--- src/rtl/mem_arb_if.sv ---
// Handshake bundle shared by the fetch port, the data port and the memory port of mem_arb.
// The slave modport is the arbiter's view; the master modport is the requesters' and memory's view.
interface mem_arb_if #(
    parameter int unsigned AW = 32
);
    logic          if_req;
    logic [AW-1:0] if_addr;
    logic          if_ack;
    logic [31:0]   if_rdata;

    logic          dm_req;
    logic          dm_we;
    logic [1:0]    dm_op;
    logic          dm_ext;
    logic [AW-1:0] dm_addr;
    logic [31:0]   dm_wdata;
    logic          dm_ack;
    logic [31:0]   dm_rdata;

    logic          mem_req;
    logic          mem_we;
    logic [3:0]    mem_be;
    logic [AW-1:0] mem_addr;
    logic [31:0]   mem_wdata;
    logic          mem_ack;
    logic [31:0]   mem_rdata;

    logic          err;

    modport slave (
        input  if_req, if_addr, dm_req, dm_we, dm_op, dm_ext, dm_addr, dm_wdata,
               mem_ack, mem_rdata,
        output if_ack, if_rdata, dm_ack, dm_rdata,
               mem_req, mem_we, mem_be, mem_addr, mem_wdata, err
    );

    modport master (
        output if_req, if_addr, dm_req, dm_we, dm_op, dm_ext, dm_addr, dm_wdata,
               mem_ack, mem_rdata,
        input  if_ack, if_rdata, dm_ack, dm_rdata,
               mem_req, mem_we, mem_be, mem_addr, mem_wdata, err
    );
endinterface

--- src/rtl/mem_arb.sv ---
// Two-port (fetch / data) round-robin arbiter onto one 32-bit memory port with store lane
// replication and load extraction. Optional memory-wait timeout under MEM_ARB_TIMEOUT_EN.
module mem_arb #(
    parameter int unsigned AW        = 32,
    parameter int unsigned TO_CYCLES = 16
) (
    input  logic     clk,
    input  logic     rstn,
    mem_arb_if.slave bus
);
    typedef enum logic [1:0] {
        IDLE,
        BUSY_IF,
        BUSY_DM,
        DONE
    } state_t;

    state_t        r_state;
    logic          r_last_dm;
    logic          r_mem_req;
    logic          r_mem_we;
    logic [3:0]    r_mem_be;
    logic [AW-1:0] r_mem_addr;
    logic [31:0]   r_mem_wdata;
    logic          r_if_ack;
    logic          r_dm_ack;
    logic [31:0]   r_if_rdata;
    logic [31:0]   r_dm_rdata;
    logic [1:0]    r_op;
    logic          r_ext;
    logic [1:0]    r_lo;

    logic          w_gnt_dm;
    logic          w_gnt_if;
    logic [3:0]    w_st_be;
    logic [31:0]   w_st_wdata;
    logic [7:0]    w_ld_byte;
    logic [15:0]   w_ld_half;
    logic [31:0]   w_ld_data;
    logic          w_timeout;
    logic          w_unused_ok;

    assign w_unused_ok = &{1'b0, bus.if_addr[1:0]};

    // On a tie the requester that was not granted last wins.
    always_comb begin
        w_gnt_dm = bus.dm_req && (!bus.if_req || !r_last_dm);
        w_gnt_if = bus.if_req && !w_gnt_dm;
    end

    always_comb begin
        w_st_be    = 4'b1111;
        w_st_wdata = bus.dm_wdata;
        case (bus.dm_op)
            2'd1: begin
                w_st_be    = bus.dm_addr[1] ? 4'b1100 : 4'b0011;
                w_st_wdata = {2{bus.dm_wdata[15:0]}};
            end
            2'd2: begin
                w_st_be    = 4'b0001 << bus.dm_addr[1:0];
                w_st_wdata = {4{bus.dm_wdata[7:0]}};
            end
            default: ;
        endcase
    end

    always_comb begin
        w_ld_byte = bus.mem_rdata[{r_lo, 3'b000} +: 8];
        w_ld_half = r_lo[1] ? bus.mem_rdata[31:16] : bus.mem_rdata[15:0];
        case (r_op)
            2'd1:    w_ld_data = {{16{r_ext & w_ld_half[15]}}, w_ld_half};
            2'd2:    w_ld_data = {{24{r_ext & w_ld_byte[7]}}, w_ld_byte};
            default: w_ld_data = bus.mem_rdata;
        endcase
    end

`ifdef MEM_ARB_TIMEOUT_EN
    localparam int unsigned CW = $clog2(TO_CYCLES) + 1;

    logic [CW-1:0] r_to_cnt;
    logic          r_err;

    // The counter holds the number of BUSY cycles already elapsed before the current one.
    assign w_timeout = (r_state == BUSY_IF || r_state == BUSY_DM) && !bus.mem_ack &&
                       (r_to_cnt == CW'(TO_CYCLES - 1));

    always_ff @(posedge clk or negedge rstn) begin
        if (!rstn) begin
            r_to_cnt <= '0;
            r_err    <= 1'b0;
        end else begin
            if ((r_state == BUSY_IF || r_state == BUSY_DM) && !bus.mem_ack && !w_timeout)
                r_to_cnt <= r_to_cnt + 1'b1;
            else
                r_to_cnt <= '0;
            if (w_timeout)
                r_err <= 1'b1;
        end
    end

    assign bus.err = r_err;
`else
    localparam int unsigned UNUSED_TO_CYCLES = TO_CYCLES;

    assign w_timeout = 1'b0;
    assign bus.err   = 1'b0;
`endif

    always_ff @(posedge clk or negedge rstn) begin
        if (!rstn) begin
            r_state     <= IDLE;
            r_last_dm   <= 1'b0;
            r_mem_req   <= 1'b0;
            r_mem_we    <= 1'b0;
            r_mem_be    <= '0;
            r_mem_addr  <= '0;
            r_mem_wdata <= '0;
            r_if_ack    <= 1'b0;
            r_dm_ack    <= 1'b0;
            r_if_rdata  <= '0;
            r_dm_rdata  <= '0;
            r_op        <= '0;
            r_ext       <= 1'b0;
            r_lo        <= '0;
        end else begin
            r_if_ack <= 1'b0;
            r_dm_ack <= 1'b0;
            case (r_state)
                IDLE: begin
                    if (w_gnt_dm) begin
                        r_state     <= BUSY_DM;
                        r_last_dm   <= 1'b1;
                        r_mem_req   <= 1'b1;
                        r_mem_we    <= bus.dm_we;
                        r_mem_addr  <= {bus.dm_addr[AW-1:2], 2'b00};
                        r_mem_be    <= bus.dm_we ? w_st_be : 4'b1111;
                        r_mem_wdata <= bus.dm_we ? w_st_wdata : '0;
                        r_op        <= bus.dm_op;
                        r_ext       <= bus.dm_ext;
                        r_lo        <= bus.dm_addr[1:0];
                    end else if (w_gnt_if) begin
                        r_state     <= BUSY_IF;
                        r_last_dm   <= 1'b0;
                        r_mem_req   <= 1'b1;
                        r_mem_we    <= 1'b0;
                        r_mem_addr  <= {bus.if_addr[AW-1:2], 2'b00};
                        r_mem_be    <= 4'b1111;
                        r_mem_wdata <= '0;
                    end
                end
                BUSY_IF, BUSY_DM: begin
                    // Ack pulse and rdata update land together in the DONE cycle.
                    if (bus.mem_ack || w_timeout) begin
                        r_state   <= DONE;
                        r_mem_req <= 1'b0;
                        if (r_state == BUSY_IF) begin
                            r_if_ack   <= 1'b1;
                            r_if_rdata <= w_timeout ? '0 : bus.mem_rdata;
                        end else begin
                            r_dm_ack   <= 1'b1;
                            r_dm_rdata <= w_timeout ? '0 : w_ld_data;
                        end
                    end
                end
                DONE:    r_state <= IDLE;
                default: r_state <= IDLE;
            endcase
        end
    end

    assign bus.mem_req   = r_mem_req;
    assign bus.mem_we    = r_mem_we;
    assign bus.mem_be    = r_mem_be;
    assign bus.mem_addr  = r_mem_addr;
    assign bus.mem_wdata = r_mem_wdata;
    assign bus.if_ack    = r_if_ack;
    assign bus.if_rdata  = r_if_rdata;
    assign bus.dm_ack    = r_dm_ack;
    assign bus.dm_rdata  = r_dm_rdata;
endmodule

--- src/flat_wrapper.sv ---
// flat-port wrapper written by rule: the top's interface ports become plain ports
module mem_arb_flat 
#(
    parameter int unsigned AW        = 32,
    parameter int unsigned TO_CYCLES = 16
)
  (clk, rstn, bus_if_req, bus_if_addr, bus_dm_req, bus_dm_we, bus_dm_op, bus_dm_ext, bus_dm_addr, bus_dm_wdata, bus_mem_ack, bus_mem_rdata, bus_if_ack, bus_if_rdata, bus_dm_ack, bus_dm_rdata, bus_mem_req, bus_mem_we, bus_mem_be, bus_mem_addr, bus_mem_wdata, bus_err);
  mem_arb_if #(.AW(AW)) bus_i ();
  input  logic clk;
  input  logic rstn;
  input wire logic [$bits(bus_i.if_req)-1:0] bus_if_req;
  input wire logic [$bits(bus_i.if_addr)-1:0] bus_if_addr;
  input wire logic [$bits(bus_i.dm_req)-1:0] bus_dm_req;
  input wire logic [$bits(bus_i.dm_we)-1:0] bus_dm_we;
  input wire logic [$bits(bus_i.dm_op)-1:0] bus_dm_op;
  input wire logic [$bits(bus_i.dm_ext)-1:0] bus_dm_ext;
  input wire logic [$bits(bus_i.dm_addr)-1:0] bus_dm_addr;
  input wire logic [$bits(bus_i.dm_wdata)-1:0] bus_dm_wdata;
  input wire logic [$bits(bus_i.mem_ack)-1:0] bus_mem_ack;
  input wire logic [$bits(bus_i.mem_rdata)-1:0] bus_mem_rdata;
  output wire logic [$bits(bus_i.if_ack)-1:0] bus_if_ack;
  output wire logic [$bits(bus_i.if_rdata)-1:0] bus_if_rdata;
  output wire logic [$bits(bus_i.dm_ack)-1:0] bus_dm_ack;
  output wire logic [$bits(bus_i.dm_rdata)-1:0] bus_dm_rdata;
  output wire logic [$bits(bus_i.mem_req)-1:0] bus_mem_req;
  output wire logic [$bits(bus_i.mem_we)-1:0] bus_mem_we;
  output wire logic [$bits(bus_i.mem_be)-1:0] bus_mem_be;
  output wire logic [$bits(bus_i.mem_addr)-1:0] bus_mem_addr;
  output wire logic [$bits(bus_i.mem_wdata)-1:0] bus_mem_wdata;
  output wire logic [$bits(bus_i.err)-1:0] bus_err;
  assign bus_i.if_req = bus_if_req;
  assign bus_i.if_addr = bus_if_addr;
  assign bus_i.dm_req = bus_dm_req;
  assign bus_i.dm_we = bus_dm_we;
  assign bus_i.dm_op = bus_dm_op;
  assign bus_i.dm_ext = bus_dm_ext;
  assign bus_i.dm_addr = bus_dm_addr;
  assign bus_i.dm_wdata = bus_dm_wdata;
  assign bus_i.mem_ack = bus_mem_ack;
  assign bus_i.mem_rdata = bus_mem_rdata;
  assign bus_if_ack = bus_i.if_ack;
  assign bus_if_rdata = bus_i.if_rdata;
  assign bus_dm_ack = bus_i.dm_ack;
  assign bus_dm_rdata = bus_i.dm_rdata;
  assign bus_mem_req = bus_i.mem_req;
  assign bus_mem_we = bus_i.mem_we;
  assign bus_mem_be = bus_i.mem_be;
  assign bus_mem_addr = bus_i.mem_addr;
  assign bus_mem_wdata = bus_i.mem_wdata;
  assign bus_err = bus_i.err;
  mem_arb #(.AW(AW), .TO_CYCLES(TO_CYCLES)) u_core (.clk(clk), .rstn(rstn), .bus(bus_i));
endmodule
--- config.mk ---
export PLATFORM = sky130hd
export DESIGN_NAME = mem_arb_flat
export DESIGN_NICKNAME = d
export VERILOG_FILES = /design/src/rtl/mem_arb_if.sv /design/src/rtl/mem_arb.sv /design/src/flat_wrapper.sv
export SDC_FILE = /design/constraint.sdc
export NUM_CORES = 1
export LEC_CHECK = 0
export CAP_MARGIN = 10
export CORE_MARGIN = 5
export CORE_UTILIZATION = 63
export DETAILED_ROUTE_END_ITERATION = 8
export DONT_BUFFER_PORTS = 1
export PLACE_DENSITY = 0.88
export RECOVER_POWER = 50
export SLEW_MARGIN = 5
export SYNTH_ARGS = -nofsm -noshare
export SYNTH_HDL_FRONTEND = slang
export SYNTH_SLANG_ARGS = --single-unit
--- constraint.sdc ---
create_clock -name clk -period 2.2 [get_ports clk]
set_input_delay 0.44 -clock clk [delete_from_list [all_inputs] [get_ports clk]]
set_output_delay 0.44 -clock clk [all_outputs]
set_load 0.005 [all_outputs]
### After elaboration in Yosys (flattened, before gate mapping)

Index checks and enable logic that the tools add are counted.

| storage, ports and cells | value |
|---|---|
| register bits | 144 |
| input bits | 137 |
| output and inout bits | 137 |

| operators by class | value |
|---|---|
| equal/unequal tests | 9 |
| shift-type cells | 2 |
| multiplexer cells | 30 |
| bitwise logic cells | 3 |
| reduce and logical (&&, ||, !) cells | 16 |

Operators with widths:

| cell | number |
|---|---|
| $mux 32 | 5 |
| $pmux 32 s2 | 2 |
| $shiftx 32x6->8 | 1 |
| $mux 16 | 1 |
| $mux 4 | 4 |
| $mux 1 | 12 |
| $reduce_and 3->1 | 3 |
| $eq 2x2->1 const B | 4 |
| $pmux 4 s2 | 1 |
| $eq 2x1->1 const B | 3 |
| $mux 2 | 3 |
| $pmux 2 s3 | 1 |
| $reduce_and 2->1 | 3 |
| $reduce_bool 2->1 | 2 |
| $shl 1x2->4 const A | 1 |
| $logic_not 1->1 | 3 |
| $ne 3x1->1 const B | 1 |
| $and 1x1->1 | 2 |
| $logic_and 1x1->1 | 2 |
| $logic_not 2->1 | 1 |
| $ne 2x2->1 const B | 1 |
| $pmux 1 s2 | 1 |
| $reduce_or 2->1 | 1 |
| $logic_or 1x1->1 | 1 |
| $not 1->1 | 1 |

### Depth between registers and ports, before layout

| depth | value |
|---|---|
| depth after elaboration | 8 |
| mapped depth | 7 |

### Worst setup path before layout

Ideal clock, no wire load.

| path | value |
|---|---|
| kind | register -> register |
| start | register u_core.r_state[0] |
| end | register u_core.r_if_rdata[10] (netlist: u_core.bus.if_rdata[10]) |
| data arrival time | 1521 ps |
| data required time | 2075 ps |
| slack | 554 ps |
| stages on the path, launching flop included | 6 |
| path buffers | 1 |
| period minus slack after synthesis | 1646 ps |
| path through | dfrtp_1 > inv_1 > ha_1 > nand3_1 > buf_2 > mux2_2 |

| on the way | value |
|---|---|
| longest elaborated chain between the ends | 3 |
| elaborated cells on any way between the ends | 4 |
| those cells by class | 2 x eq/ne; 2 x reduce/logical |

RTL lines:

| what | line | source |
|---|---|---|
| start, declared | mem_arb.sv:18 | `state_t r_state;` |
| start signal, assigned | mem_arb.sv:111 | `r_state <= IDLE;` |
| start signal, assigned | mem_arb.sv:131 | `r_state <= BUSY_DM;` |
| start signal, assigned | mem_arb.sv:142 | `r_state <= BUSY_IF;` |
| $eq 2x2->1 or $eq 2x1->1 (tied branches) | mem_arb.sv:128, mem_arb.sv:156 |  |
| $reduce_or 2->1 | mem_arb.sv:128 | `case (r_state)` |
| $reduce_and 3->1 (no line) * | - |  |
| end signal, assigned | mem_arb.sv:158 | `r_if_rdata <= w_timeout ? '0 : bus.mem_rdata;` |
| end, declared | mem_arb.sv:27 | `logic [31:0] r_if_rdata;` |

Every way passes the cells marked *; elsewhere a longest branch is shown, timed or not.
A chain may end at the register's enable or synchronous reset.

### Final worst setup path

| path | value |
|---|---|
| start | register u_core.r_op[0] |
| end | register u_core.r_dm_rdata[20] (netlist: u_core.bus.dm_rdata[20]) |

| on the way | value |
|---|---|
| longest elaborated chain between the ends | 2 |
| elaborated cells on any way between the ends | 3 |
| those cells by class | 2 x eq/ne; 1 x mux |

RTL lines:

| what | line | source |
|---|---|---|
| start, declared | mem_arb.sv:29 | `logic [1:0] r_op;` |
| start signal, assigned | mem_arb.sv:138 | `r_op <= bus.dm_op;` |
| $eq 2x2->1 or $eq 2x1->1 (tied branches) | mem_arb.sv:70 | `case (r_op)` |
| $pmux 32 s2 * | mem_arb.sv:70 |  |
| end signal, assigned | mem_arb.sv:161 | `r_dm_rdata <= w_timeout ? '0 : w_ld_data;` |
| end, declared | mem_arb.sv:28 | `logic [31:0] r_dm_rdata;` |

Marks and branches as above.

==> impl_metrics.json <==
{
  "drt_iter0_drc": 377,
  "synth_ff_type": "dfrtp_1",
  "gr-total-overflow": 0,
  "cts_resized": 0,
  "path_class": "reg -> reg",
  "placed_cell_area_sq_um": 6820,
  "hold_class": "in -> async",
  "status": "finished with violations",
  "die_h_um": 113,
  "h-tree-depth": 4,
  "timing.final.hold_violations": 142,
  "max_stage_delay_ps": 530,
  "yosysWarnings": 0,
  "dpl.hpwl_um": 12700,
  "fin_cells": 762,
  "grt_max_degree": 143,
  "drt-total-wl_um": 17500,
  "cp_cell_sequence": "inv_1 > ha_1 > and4bb_1 > nand2_2 > o22ai_1",
  "finalCritPeriodShare_pct": 88.5,
  "path_max_fanout": 21,
  "seq_area_frac_synth_pct": 52.7,
  "yosys_register_bits": 142,
  "multiInputGateArea_sq_um": 2900,
  "place.gp.congestion": 0.841,
  "fin_area_sq_um": 7400,
  "clock-sinks": 142,
  "fin_crit_ps": 1950,
  "clockBufferDepth": 2,
  "drc": 0,
  "rsz0062_at_grt": "false",
  "drtAntennaViolNets": 0,
  "start_util_pct": 65.0,
  "drv_slew": 0,
  "avgSynthCellArea_sq_um": 10.7,
  "clockRootBuffer": "clkbuf_8",
  "crit_slowest_cell": "ha_1",
  "drv_cap": 0,
  "wl_met2_um": 9120,
  "place_inst": 730,
  "die_w_um": 113,
  "p_leak_uw": 0.00326,
  "fin_tns_setup_ps": 0,
  "cp_data_arrival_time_ps": 2360,
  "synth_top_cell_by_area": "dfrtp_1",
  "num_io_pins": 274,
  "critPathBufInv": 1,
  "nNetsFinal": 758,
  "rows": 37,
  "grt_pass1_wl_um": 27800,
  "ys_top_cells_by_area": "dfrtp_1 53%, mux2_2 7.2%, mux2i_1 6.2%, o21ai_0 4.5%, nand2_1 3.7%",
  "grt.total_usage_pct": 27.2,
  "synth_edf_count": 0,
  "finalSetupViolations": 0,
  "worst_pin_slew_ps": 600,
  "final-seq-area_sq_um": 3550,
  "first_pass_iters": 5,
  "violations": "hold timing",
  "clock_skew_ps": 8.18,
  "syn_area_sq_um": 6740,
  "clk_pin_slew_worst_paths_ps": 60,
  "synth.top_cell.area_share_pct": 52.7,
  "antenna_found_initial": 0,
  "crit_path_end_kind": "flip-flop",
  "via_per_inst": 6.51,
  "whs_ps": -375,
  "port_buffers": 0,
  "critical_path.top_delay_family": "simple AND/OR/NAND/NOR gates",
  "p_per_area_nw_per_um2": 1600,
  "syn_inst": 628,
  "maxSlewHeadroom_pct": 60.0,
  "layout-drive-gt1-share_pct": 17.1,
  "area_delta_synth_final_pct": 9.80,
  "synth_async_sr_flop_share_pct": 100,
  "timing.fmax_mhz": 514,
  "cts_setup_buffers": 0,
  "avgRoutedWirePerCell_um": 22.9,
  "yosysUniqueCellTypes": 45,
  "grt_pass1_vias": 5198,
  "wl_met3_um": 1930,
  "die_area_sq_um": 12900,
  "start_kind": "flip-flop",
  "fill_cells": 743,
  "vdd_drop_max_uv": 826,
  "required_ps": 2610,
  "cts-buffers-inserted": 17,
  "core_area_sq_um": 10400,
  "top_layer": "met4",
  "cts_tree": "done",
  "vias": 4959,
  "wl_met1_um": 6070,
  "clock_latency_ps": 510,
  "num_antenna_cells": 0
}
## cells in the mapped netlist (4+ instances only)
cell type  number
a211oi_1        8
nor3b_1         7
o221ai_1        7
o21ai_0        61
o21ai_1         6
mux2_2         43
a21oi_1        26
a22o_1         16
nand3_1         4
a221o_1         8
or3b_2          7
ha_1            8
dfrtp_1       142
nand4_1         8
buf_4          10
clkbuf_1       18
inv_1           8
nand2_1        66
buf_2          19
nand2b_1       10
mux2i_1        42
nor2_1         46
o22ai_1        16
a31oi_1        13
## worst register-to-register path, delay by kind of cell, from the launching register on
family | cells | cell delay [ps]
fa+ha+maj | 1 | 530
simple gates | 2 | 650
buf+inv | 1 | 60
compound gates | 1 | 280
flops | 1 | 350
## registers in the layout, indices dropped and copies added (netlist names), 2 cells and up
| name | cells |
|---|---|
| u_core.bus.dm_rdata | 32 |
| u_core.r_state | 2 |
| u_core.bus.if_rdata | 32 |
| u_core.bus.mem_wdata | 32 |
| u_core.r_lo | 2 |
| u_core.r_op | 2 |
| u_core.bus.mem_addr | 30 |
| u_core.bus.mem_be | 4 |
## per-layer routing
metal / vias to the layer above / global-route usage, %
met5: - / 0
met4: 0 / 10.3
met3: 30 / 10.0
met2: 277 / 47.4
met1: 2457 / 30.7
li1: 2195 / -
## cells in the final DEF, fill, tap and decap left out, types with 8 or more instances in the layout
| cell type | netlist | final |
|---|---|---|
| buf_4 | 10 | 13 |
| ha_1 | 8 | 8 |
| a221o_1 | 8 | 8 |
| a22o_1 | 16 | 16 |
| nor2_1 | 46 | 46 |
| mux2i_1 | 42 | 42 |
| nand2b_1 | 10 | 10 |
| a21oi_1 | 26 | 26 |
| mux2_2 | 43 | 43 |
| a31oi_1 | 13 | 13 |
| dfrtp_1 | 142 | 142 |
| nand4_1 | 8 | 8 |
| o21ai_0 | 61 | 61 |
| inv_1 | 8 | 8 |
| a211oi_1 | 8 | 8 |
| clkbuf_16 | 0 | 16 |
| nand2_1 | 66 | 66 |
| o22ai_1 | 16 | 16 |
## power breakdown
| group | internal (uW) | switching, uW |
|---|---|---|
| Combinational | 1840 | 2180 |
| Clock | 1680 | 1090 |
| Sequential | 3920 | 1160 |
## per-stage QoR
| stage | hold slack, ps | util, % | total power, uW | setup WS [ps] |
|---|---|---|---|---|
| 2_1_floorplan | 144 | - | 7950 | 554 |
| 3_3_place_gp | 148 | 65.8 | 8810 | 364 |
| 3_5_place_dp | 148 | 65.8 | 9130 | 281 |
| 4_1_cts | -392 | 71.4 | 11900 | 255 |
| 5_1_grt | -403 | 71.4 | 12600 | 147 |
| 6_report | -375 | 71.4 | 11900 | 253 |
## cells by family (layout without fill, tap and decap cells)
family | count (synthesis) | in the layout | share of synthesized area [%]
flops | 142 | 142 | 52.7
other cells | 1 | 3 | 0.0556
fa+ha+maj | 8 | 8 | 1.49
simple gates | 160 | 160 | 11.1
mux | 87 | 87 | 13.9
buf+inv | 62 | 58 | 4.70
compound gates | 168 | 168 | 16.0
## cell type report
type	instances	share of cell area, %
well taps	136	2.30
multi-input cells	426	39.2
repair buffers	16	2.13
clock buffers	20	6.02
inverters	10	0.507
clock inverters	12	1.83
flip-flops and latches	142	48.0
## final timing paths
| path | from | endpoint | slack (ps) | cells after the start |
|---|---|---|---|---|
| setup / recovery | u_core.r_op[0] | u_core.bus.dm_rdata[20] | 250 | 5 |
| hold / removal | rstn | u_core.bus.dm_ack | -380 | 0 |
| setup reg to reg | u_core.r_op[0] | u_core.bus.dm_rdata[20] | 250 | 5 |
| hold reg to reg | u_core.bus.mem_wdata[31] | u_core.bus.mem_wdata[31] | 510 | 2 |
| max in group asynchronous | rstn | u_core.bus.dm_rdata[22] | 2410 | 0 |
| min in group clk | bus_if_req | u_core.r_last_dm | 40 | 1 |
Note: power is estimated with default switching activity, not from simulation.
